**src/rtl/vga_pkg.sv**
```systemverilog
// Shared VGA definitions: raster limits, fill colours and the prompt
// sequencer state encoding. Used by the frame tick generator and by the
// prompt sequencer.
package vga_pkg;

   // Last visible+blanking positions of the 800x525 raster
   localparam logic [9:0] H_LAST = 10'd799;
   localparam logic [9:0] V_LAST = 10'd524;

   // RGB444 fill colours handed to the prompt sprite controllers
   localparam logic [11:0] BG_IDLE   = 12'h000;
   localparam logic [11:0] BG_NORMAL = 12'h00F;
   localparam logic [11:0] BG_RIGHT  = 12'h0F0;
   localparam logic [11:0] BG_WRONG  = 12'hF00;
   localparam logic [11:0] BG_DONE   = 12'hFF0;

   // Quiz sequencer states
   typedef enum logic [1:0] {
      ST_IDLE     = 2'd0,
      ST_SHOW     = 2'd1,
      ST_FEEDBACK = 2'd2,
      ST_DONE     = 2'd3
   } seq_state_t;

   // Larger of two integers, used to size shared frame counters
   function automatic int max_int(input int a, input int b);
      return (a > b) ? a : b;
   endfunction

endpackage

```
**src/rtl/frame_tick_gen.sv**
```systemverilog
// Frame tick generator: flags the last pixel clock of a VGA frame.
// With free-running counters the flag is high for exactly one cycle per
// frame. Kept separate so other VGA controllers can reuse it.
module frame_tick_gen
   import vga_pkg::*;
(
   input  logic [9:0] hCount,
   input  logic [9:0] vCount,
   output logic       frame_tick
);

   // Tick on the final raster position so state can update in blanking
   always_comb begin
      frame_tick = (hCount == H_LAST) && (vCount == V_LAST);
   end

endmodule

```
**src/rtl/prompt_sequencer.sv**
```systemverilog
// Prompt sequencer: steps a quiz through NUM_Q prompt sprite controllers,
// shows right/wrong feedback for FEEDBACK_FRAMES frames per answer and
// keeps a saturating score. All outputs are registered and only change on
// the cycle after the frame tick so the picture never tears.
//
// Optional feature: define PROMPT_TIMEOUT_EN to make an unanswered prompt
// time out after TIMEOUT_FRAMES frames and count as a wrong answer.
//
// Handshake: start, answer_valid and answer_correct are single-cycle
// strobes with no ready; a strobe that cannot be accepted in the current
// state is dropped, an accepted one is held until the next frame tick.
module prompt_sequencer
   import vga_pkg::*;
#(
   parameter int NUM_Q           = 4,
   parameter int FEEDBACK_FRAMES = 60,
   parameter int TIMEOUT_FRAMES  = 600
)(
   input  logic             clk,
   input  logic             rst,
   input  logic [9:0]       hCount,
   input  logic [9:0]       vCount,
   input  logic             start,
   input  logic             answer_valid,
   input  logic             answer_correct,
   output logic [NUM_Q-1:0] q_en,
   output logic [11:0]      background,
   output logic [3:0]       score,
   output logic             busy,
   output logic             done,
   output logic [1:0]       state_dbg
);

   // One shared frame counter covers both feedback hold and prompt timeout
   localparam int TMAX = max_int(FEEDBACK_FRAMES, TIMEOUT_FRAMES);
   localparam int TW   = $clog2(TMAX + 1);

   localparam logic [TW-1:0]    FB_LAST  = TW'(FEEDBACK_FRAMES - 1);
   localparam logic [2:0]       IDX_LAST = 3'(NUM_Q - 1);
   localparam logic [3:0]       SCORE_MAX = 4'(NUM_Q);
   localparam logic [NUM_Q-1:0] Q_ONE    = NUM_Q'(1);

   seq_state_t    state;
   logic [2:0]    idx;
   logic [TW-1:0] timer;
   logic          start_pend;
   logic          ans_full;
   logic          ans_corr;
   logic          result;
   logic          frame_tick;

   logic          start_ok;
   logic          start_eff;
   logic          ans_eff_full;
   logic          ans_eff_corr;

   frame_tick_gen u_frame_tick_gen (
      .hCount     (hCount),
      .vCount     (vCount),
      .frame_tick (frame_tick)
   );

   // Effective latch contents, so a strobe on the tick cycle is used at once
   always_comb begin
      start_ok     = (state == ST_IDLE) || (state == ST_DONE);
      start_eff    = start_pend || (start && start_ok);
      ans_eff_full = ans_full || (answer_valid && (state == ST_SHOW));
      ans_eff_corr = ans_full ? ans_corr : answer_correct;
   end

   assign state_dbg = state;

   // Quiz FSM with input latches and registered display outputs
   always_ff @(posedge clk) begin
      if (rst) begin
         state      <= ST_IDLE;
         idx        <= 3'd0;
         timer      <= '0;
         start_pend <= 1'b0;
         ans_full   <= 1'b0;
         ans_corr   <= 1'b0;
         result     <= 1'b0;
         q_en       <= '0;
         background <= BG_IDLE;
         score      <= 4'd0;
         busy       <= 1'b0;
         done       <= 1'b0;
      end else if (!frame_tick) begin
         // Between ticks only the latches move; the first answer wins
         if (start && start_ok) begin
            start_pend <= 1'b1;
         end
         if (answer_valid && (state == ST_SHOW) && !ans_full) begin
            ans_full <= 1'b1;
            ans_corr <= answer_correct;
         end
      end else begin
         case (state)
            ST_IDLE, ST_DONE: begin
               if (start_eff) begin
                  state      <= ST_SHOW;
                  idx        <= 3'd0;
                  timer      <= '0;
                  start_pend <= 1'b0;
                  score      <= 4'd0;
                  q_en       <= Q_ONE;
                  background <= BG_NORMAL;
                  busy       <= 1'b1;
                  done       <= 1'b0;
               end
            end

            ST_SHOW: begin
               if (ans_eff_full) begin
                  state      <= ST_FEEDBACK;
                  result     <= ans_eff_corr;
                  timer      <= '0;
                  ans_full   <= 1'b0;
                  background <= ans_eff_corr ? BG_RIGHT : BG_WRONG;
                  if (ans_eff_corr && (score < SCORE_MAX)) begin
                     score <= score + 4'd1;
                  end
`ifdef PROMPT_TIMEOUT_EN
               end else if (timer == TW'(TIMEOUT_FRAMES - 1)) begin
                  state      <= ST_FEEDBACK;
                  result     <= 1'b0;
                  timer      <= '0;
                  background <= BG_WRONG;
`endif
               end else if (timer != '1) begin
                  timer <= timer + 1'b1;
               end
            end

            ST_FEEDBACK: begin
               if (timer == FB_LAST) begin
                  timer <= '0;
                  if (idx == IDX_LAST) begin
                     state      <= ST_DONE;
                     q_en       <= '0;
                     background <= BG_DONE;
                     busy       <= 1'b0;
                     done       <= 1'b1;
                  end else begin
                     state      <= ST_SHOW;
                     idx        <= idx + 3'd1;
                     q_en       <= Q_ONE << (idx + 3'd1);
                     background <= BG_NORMAL;
                  end
               end else begin
                  timer      <= timer + 1'b1;
                  background <= result ? BG_RIGHT : BG_WRONG;
               end
            end

            default: begin
               state <= ST_IDLE;
            end
         endcase
      end
   end

endmodule

```
**config.mk**
```make
export PLATFORM = sky130hd
export DESIGN_NAME = prompt_sequencer
export DESIGN_NICKNAME = d
export VERILOG_FILES = /design/src/rtl/vga_pkg.sv /design/src/rtl/frame_tick_gen.sv /design/src/rtl/prompt_sequencer.sv
export SDC_FILE = /design/constraint.sdc
export NUM_CORES = 1
export LEC_CHECK = 0
export CORE_MARGIN = 8
export CORE_UTILIZATION = 23
export DETAILED_ROUTE_END_ITERATION = 8
export GPL_TIMING_DRIVEN = 0
export PLACE_DENSITY_LB_ADDON = 0.15
export SLEW_MARGIN = 20
export SYNTH_ARGS = -nofsm -noshare
export SYNTH_HDL_FRONTEND = slang
export SYNTH_SLANG_ARGS = --single-unit
```
**constraint.sdc**
```tcl
create_clock -name clk -period 6.6 [get_ports clk]
set_input_delay 1.32 -clock clk [delete_from_list [all_inputs] [get_ports clk]]
set_output_delay 1.32 -clock clk [all_outputs]
set_load 0.01 [all_outputs]
```
Word-level counts from Yosys, hierarchy flattened

Cells that the tools add are included.

Register bits after elaboration: 41
Input bits: 25
Output and inout port bits: 24

$add $sub $neg: 3
Magnitude comparators: 1
Equal/unequal tests: 19
Shifts and indexed selects: 1
Multiplexer cells: 45
Bitwise gates (word level): 1
Reductions and logical operators: 26

Operators by type and width:

| cell                                                                    | number |
|---|---|
| 12-bit 2-to-1 mux                                                       | 6 |
| 10-bit 2-to-1 mux                                                       | 4 |
| 12-bit case mux with 3 select lines                                     | 1 |
| 10-bit case mux with 3 select lines                                     | 1 |
| 4-bit 2-to-1 mux                                                        | 6 |
| 10-bit == test, second input constant                                   | 2 |
| 4-bit case mux with 2 select lines                                      | 2 |
| 3-bit AND reduction                                                     | 5 |
| 5-bit AND reduction                                                     | 3 |
| 1-bit 2-to-1 mux                                                        | 14 |
| 10-bit by 1-bit adder with 10-bit output, second input constant         | 1 |
| 10-bit by 6-bit == test with 1-bit output, second input constant        | 1 |
| 10-bit inequality test, second input constant                           | 1 |
| 2-bit by 1-bit inequality test with 1-bit output, second input constant | 5 |
| 2-bit inequality test, second input constant                            | 5 |
| 3-bit 2-to-1 mux                                                        | 3 |
| 2-bit 2-to-1 mux                                                        | 4 |
| 4-bit AND reduction                                                     | 2 |
| 2-bit nonzero test                                                      | 4 |
| 2-bit case mux with 3 select lines                                      | 1 |
| 3-bit case mux with 2 select lines                                      | 1 |
| 1-bit logical AND                                                       | 5 |
| 4-bit by 1-bit adder with 4-bit output, second input constant           | 1 |
| 2-bit == test, second input constant                                    | 2 |
| 13 further kinds                                                        | 16 |

Longest topological paths before layout

Depth in word-level cells: 7
Mapped depth: 9

Hierarchy

A second synthesis with hierarchy kept.

Cells, all modules: 229
Area total of the unflattened synthesis: 1,940.6 µm²

By module, submodules not included:

| module           | times used | cells an instance | area an instance (µm²) |
|---|---|---|---|
| prompt_sequencer | 1          | 221               | 1,880.6 |
| frame_tick_gen   | 1          | 8                 | 60.1 |

Worst setup path before layout

No wires, ideal clock.

Kind: input -> register
Start: in vCount[5]
End: reg q_en[0]
Setup time: 131 ps
Arrival time: 2,774 ps
Data required time: 6,469 ps
Slack: 3,695 ps
Cell stages on the path: 6
Buffers on the path: 1
Path through: nor4_4 nand3_4 or4_1 buf_2 a311oi_1 nor3_1

Word-level cells in the longest chain between the ends: 3

Ends and longest elaborated chain:

| what                          | line                    | source |
|---|---|---|
| start: declaration            | prompt_sequencer.sv:22  | `input logic [9:0] vCount,` |
| 10-bit == test                | frame_tick_gen.sv:14    | `frame_tick = (hCount == H_LAST) && (vCount == V_LAST);` |
| 1-bit logical AND             | frame_tick_gen.sv:14    |  |
| 4-bit AND reduction (no line) | --                      |  |
| end signal: assignment        | prompt_sequencer.sv:147 | `q_en <= Q_ONE << (idx + 3'd1);` |
| end: declaration              | prompt_sequencer.sv:26  | `output logic [NUM_Q-1:0] q_en,` |

Every way passes these cells.
A chain may end at the register's enable or synchronous reset.

Final worst setup path

Start: in vCount[5]
End: reg background[10]

Word-level cells in the longest chain between the ends: 3

Ends and longest elaborated chain:

| what                          | line                    | source |
|---|---|---|
| 10-bit == test                | frame_tick_gen.sv:14    |  |
| 1-bit logical AND             | frame_tick_gen.sv:14    |  |
| 3-bit AND reduction (no line) | --                      |  |
| end signal: assignment        | prompt_sequencer.sv:119 | `background <= ans_eff_corr ? BG_RIGHT : BG_WRONG;` |
| end signal: assignment        | prompt_sequencer.sv:152 | `background <= result ? BG_RIGHT : BG_WRONG;` |
| end: declaration              | prompt_sequencer.sv:27  | `output logic [11:0] background,` |

Every way passes these cells.

==> reports/summary.txt <==
=====================================================================================
Areal power density over the cells .....................................  145 mW/mm^2
Share of the yosys chip area belonging to registers ....................        0.335
Starting Density .......................................................        0.235
Die height .............................................................       107 um
Routed wire length .....................................................      5290 um
Synthesized cell area .................................................. 0.00191 mm^2
Post-layout nets .......................................................          318
Slew @ Worst Pin .......................................................     0.829 ns
Endpoints failing setup ................................................            0
Number of buffers inserted to repair setup after CTS ...................            0
Clock tree root buffer cell ............................................ sky130_fd_sc_hd__clkbuf_8
Global-route wire length before repair .................................      9020 um
Number of enable-type register cells in the synthesized netlist ........            0
Deepest clock path buffer count ........................................            2
Total met2 wirelength after detailed routing ...........................      2140 um
Post-synth top area share ..............................................        0.335
Fraction of synthesis flops using an asynchronous set or reset pin .....            0
TritonCTS clock tree ...................................................        built
Number of remaining DRC errors .........................................            0
Number of buffers inserted during clock tree synthesis .................            5
Post-route fraction of the period consumed by the critical path ........        0.502
Area leader, netlist ................................................... sky130_fd_sc_hd__dfxtp_1
Count of final max-slew check failures .................................            0
Min Tclk post-route ....................................................      3.32 ns
Post-detailed-placement half-perimeter wirelength ......................      3990 um
Tightest Hold Check Type ............................................... flip-flop to flip-flop
Net switching power figure .............................................      84.7 uW
Die Footprint ..........................................................  0.0115 mm^2
Average wire per standard cell .........................................      13.6 um
Leakage power summed over all cells ....................................     0.906 nW
Maximum clock frequency ................................................      302 MHz
Ratio of routed vias to standard cells .................................         4.70
Endpoint kind of the worst setup timing path ...........................    flip-flop
Arrival time worst endpoint ............................................      3.49 ns
Remaining number of nets flagged by the antenna check after routing ....            0
Net switching share of the total power .................................        0.224
Number of detailed-route iterations in the first pass ..................            6
Leading cell type in the layout, fill and taps excluded ................ sky130_fd_sc_hd__clkdlybuf4s50_1
Number of hold buffers added after cts .................................            0
Delay contributed by the slowest stage of the critical path ............      0.56 ns
Area inside the core boundary .......................................... 0.00813 mm^2
Maximum vdd drop .......................................................    0.0553 mV
Top Ports ..............................................................           49
Maximum number of pins on one net before global-route repair ...........           11
Total of max-cap violations ............................................            0
Predominant post-synthesis flop cell ................................... sky130_fd_sc_hd__dfxtp_1
Area growth from synthesis to layout ...................................        36.7%
DR top layer ...........................................................         met4
Resize count post-CTS ..................................................            0
Clock share of power ...................................................        0.421
Synthesized netlist cell count .........................................          227
Synthesized area per cell ..............................................    8.42 um^2
Run status ............................................................. finished, final reports clean
Hold Vio Cnt, Final ....................................................            0
Cells taking the most area after synthesis ............................. sky130_fd_sc_hd__dfxtp_1, sky130_fd_sc_hd__ha_1, sky130_fd_sc_hd__a21oi_1
Internal Power .........................................................       294 uW
Latest clock arrival within the worst-skew pair ........................      0.28 ns
Wire length on met3 ....................................................       348 um
Global placer's final weighted congestion ..............................        0.723
Final clock skew .......................................................   0.00448 ns
Post-Route M1 WL .......................................................      2710 um
Clock-pin slew on the worst setup and hold paths .......................      0.07 ns
TritonCTS Sinks ........................................................           32
Top library cells by usage in the layout, fill and taps aside .......... sky130_fd_sc_hd__clkdlybuf4s50_1, sky130_fd_sc_hd__dfxtp_1, sky130_fd_sc_hd__nor2_1
Seq cells post-synth ...................................................           32
Number of buffers added on ports .......................................           48
Combinational power share ..............................................        0.067
Total Power ............................................................       379 uW
Warnings from Yosys ....................................................            0
Total grt overflow .....................................................            0
Fraction of final layout cells sized beyond drive strength 1 ...........        0.110
Number of global-route vias before repair ..............................        1,882
Die X-Extent ...........................................................       107 um
Count of routing violations after the opening detailed-route iteration .           87
RSZ-0062 raised after global routing ...................................           no
Slowest cell on the critical path ...................................... sky130_fd_sc_hd__nor4_1
Worst slew slack as a fraction of its limit ............................        0.442
Count of vias placed by the detailed router ............................        1,825
Total number of H-tree levels ..........................................            2
Cell Rows ..............................................................           33
Required time reported for the critical path endpoint ..................      6.78 ns
Cells along the critical path .......................................... clkdlybuf4s50_1 -> nor4_4 -> nand3_4 -> nor4_1 -> clkbuf_1 -> nand3b_1 -> nand3_1
Setup Crit Path Kind ................................................... input port to flip-flop
Number of antenna violations at the first check in global routing ......            0
Net count of the mapped netlist ........................................          263
Critical path peak fanout ..............................................           10
Global-route usage over all layers .....................................       0.0956
Total negative slack for setup checks ..................................         0 ns
Proportion of power drawn by flip-flops and latches ....................        0.511
Worst Setup Start Kind .................................................   input port
Distinct cell type count of the synthesized netlist ....................           48
Count of antenna diodes in the layout ..................................            0
=====================================================================================
-- stage by stage --
| stage | instances | worst slack (ns) | hold WS (ns) | util | area (um^2) |
|---|---|---|---|---|---|
| after floorplan | 227 | 3.69 | 0.458 | - | 1910 |
| after global placement | 380 | 2.92 | 0.445 | 0.310 | 2520 |
| after detailed placement | 380 | 2.93 | 0.448 | 0.310 | 2520 |
| after CTS | 388 | 3.21 | 0.459 | 0.321 | 2610 |
| after global routing | 388 | 3.04 | 0.489 | 0.321 | 2610 |
| final | 388 | 3.28 | 0.455 | 0.321 | 2610 |
-- critical path, delay by kind of cell --
kind	cells	cell delay, ns
buffers and inverters	2	0.79
and+or+nand+nor	5	1.37
-- state kept, by name, indices dropped and copies added, names as in the netlist --
| name | flops |
|---|---|
| q_en | 4 |
| start_pend | 1 |
| busy | 1 |
| score | 4 |
| done | 1 |
| state_dbg | 2 |
| ans_corr | 1 |
| idx | 3 |
| ans_full | 1 |
| timer | 10 |
| result | 1 |
| background | 3 |
-- power by group through the flow --
stage	logic, mW	registers, mW	clock network [mW]
3_5_place_dp	0.0257	0.198	0
4_1_cts	0.0257	0.194	0.166
5_1_grt	0.0276	0.194	0.175
2_1_floorplan	0.00725	0.198	0
6_report	0.0255	0.194	0.160
3_3_place_gp	0.0257	0.198	0
-- area by class of cell --
class                           count  area (um^2)
Buffer                             17          106
Clock buffer                        8         90.1
Fill cell                         879         5520
Inverter                            9         33.8
Multi-Input combinational cell    169         1130
Sequential cell                    32          641
Tap cell                          105          131
Timing Repair Buffer               48          480
-- metal layers --
metal  vias up  global-route usage
li1        942                   -
met1       830               0.123
met2        47               0.140
met3         6              0.0342
met4         0              0.0392
met5         -                   0
-- cell families (layout without fill, tap and decap cells) --
logic type / Yosys count / after routing / share of synthesized area
compound gates: 45 / 45 / 0.147
xor+xnor: 1 / 1 / 0.00458
fa+ha+maj: 11 / 11 / 0.0720
buf+inv: 26 / 82 / 0.0733
flops: 32 / 32 / 0.335
mux: 7 / 7 / 0.0373
simple gates: 105 / 105 / 0.330
-- synth_stat cells (2+ instances only) --
cell and n:
sky130_fd_sc_hd__a211oi_1 3, sky130_fd_sc_hd__a21oi_1 19, sky130_fd_sc_hd__a311oi_1 2, sky130_fd_sc_hd__a31o_2 2, sky130_fd_sc_hd__a31oi_1 5, sky130_fd_sc_hd__and2_1 2, sky130_fd_sc_hd__and3_1 2, sky130_fd_sc_hd__and4_1 4
sky130_fd_sc_hd__and4bb_2 3, sky130_fd_sc_hd__buf_4 9, sky130_fd_sc_hd__clkbuf_1 6, sky130_fd_sc_hd__dfxtp_1 32, sky130_fd_sc_hd__ha_1 11, sky130_fd_sc_hd__inv_1 9, sky130_fd_sc_hd__mux2i_1 6, sky130_fd_sc_hd__nand2_1 15
sky130_fd_sc_hd__nand3_1 16, sky130_fd_sc_hd__nand3b_1 2, sky130_fd_sc_hd__nand4_1 7, sky130_fd_sc_hd__nor2_1 20, sky130_fd_sc_hd__nor2b_1 3, sky130_fd_sc_hd__nor3_1 8, sky130_fd_sc_hd__nor4_1 3, sky130_fd_sc_hd__nor4b_1 2
sky130_fd_sc_hd__o211a_1 2, sky130_fd_sc_hd__o21ai_0 6, sky130_fd_sc_hd__o31ai_1 2, sky130_fd_sc_hd__or3_1 4, sky130_fd_sc_hd__or4_1 3
-- final timing paths --
path | from | endpoint | slack [ns] | cells after the start
worst max-delay path | vCount[5] | background[10]$_SDFFE_PP0P_ | 3.28 | 7
worst min-delay path | q_en[2]$_SDFFE_PP0P_ | q_en[2]$_SDFFE_PP0P_ | 0.46 | 2
worst max register to register | state_dbg[0]$_SDFFE_PP0P_ | timer[2]$_SDFFE_PP0P_ | 3.95 | 9
worst min register to register | q_en[2]$_SDFFE_PP0P_ | q_en[2]$_SDFFE_PP0P_ | 0.46 | 2
Note: power is estimated with default switching activity, not from simulation.
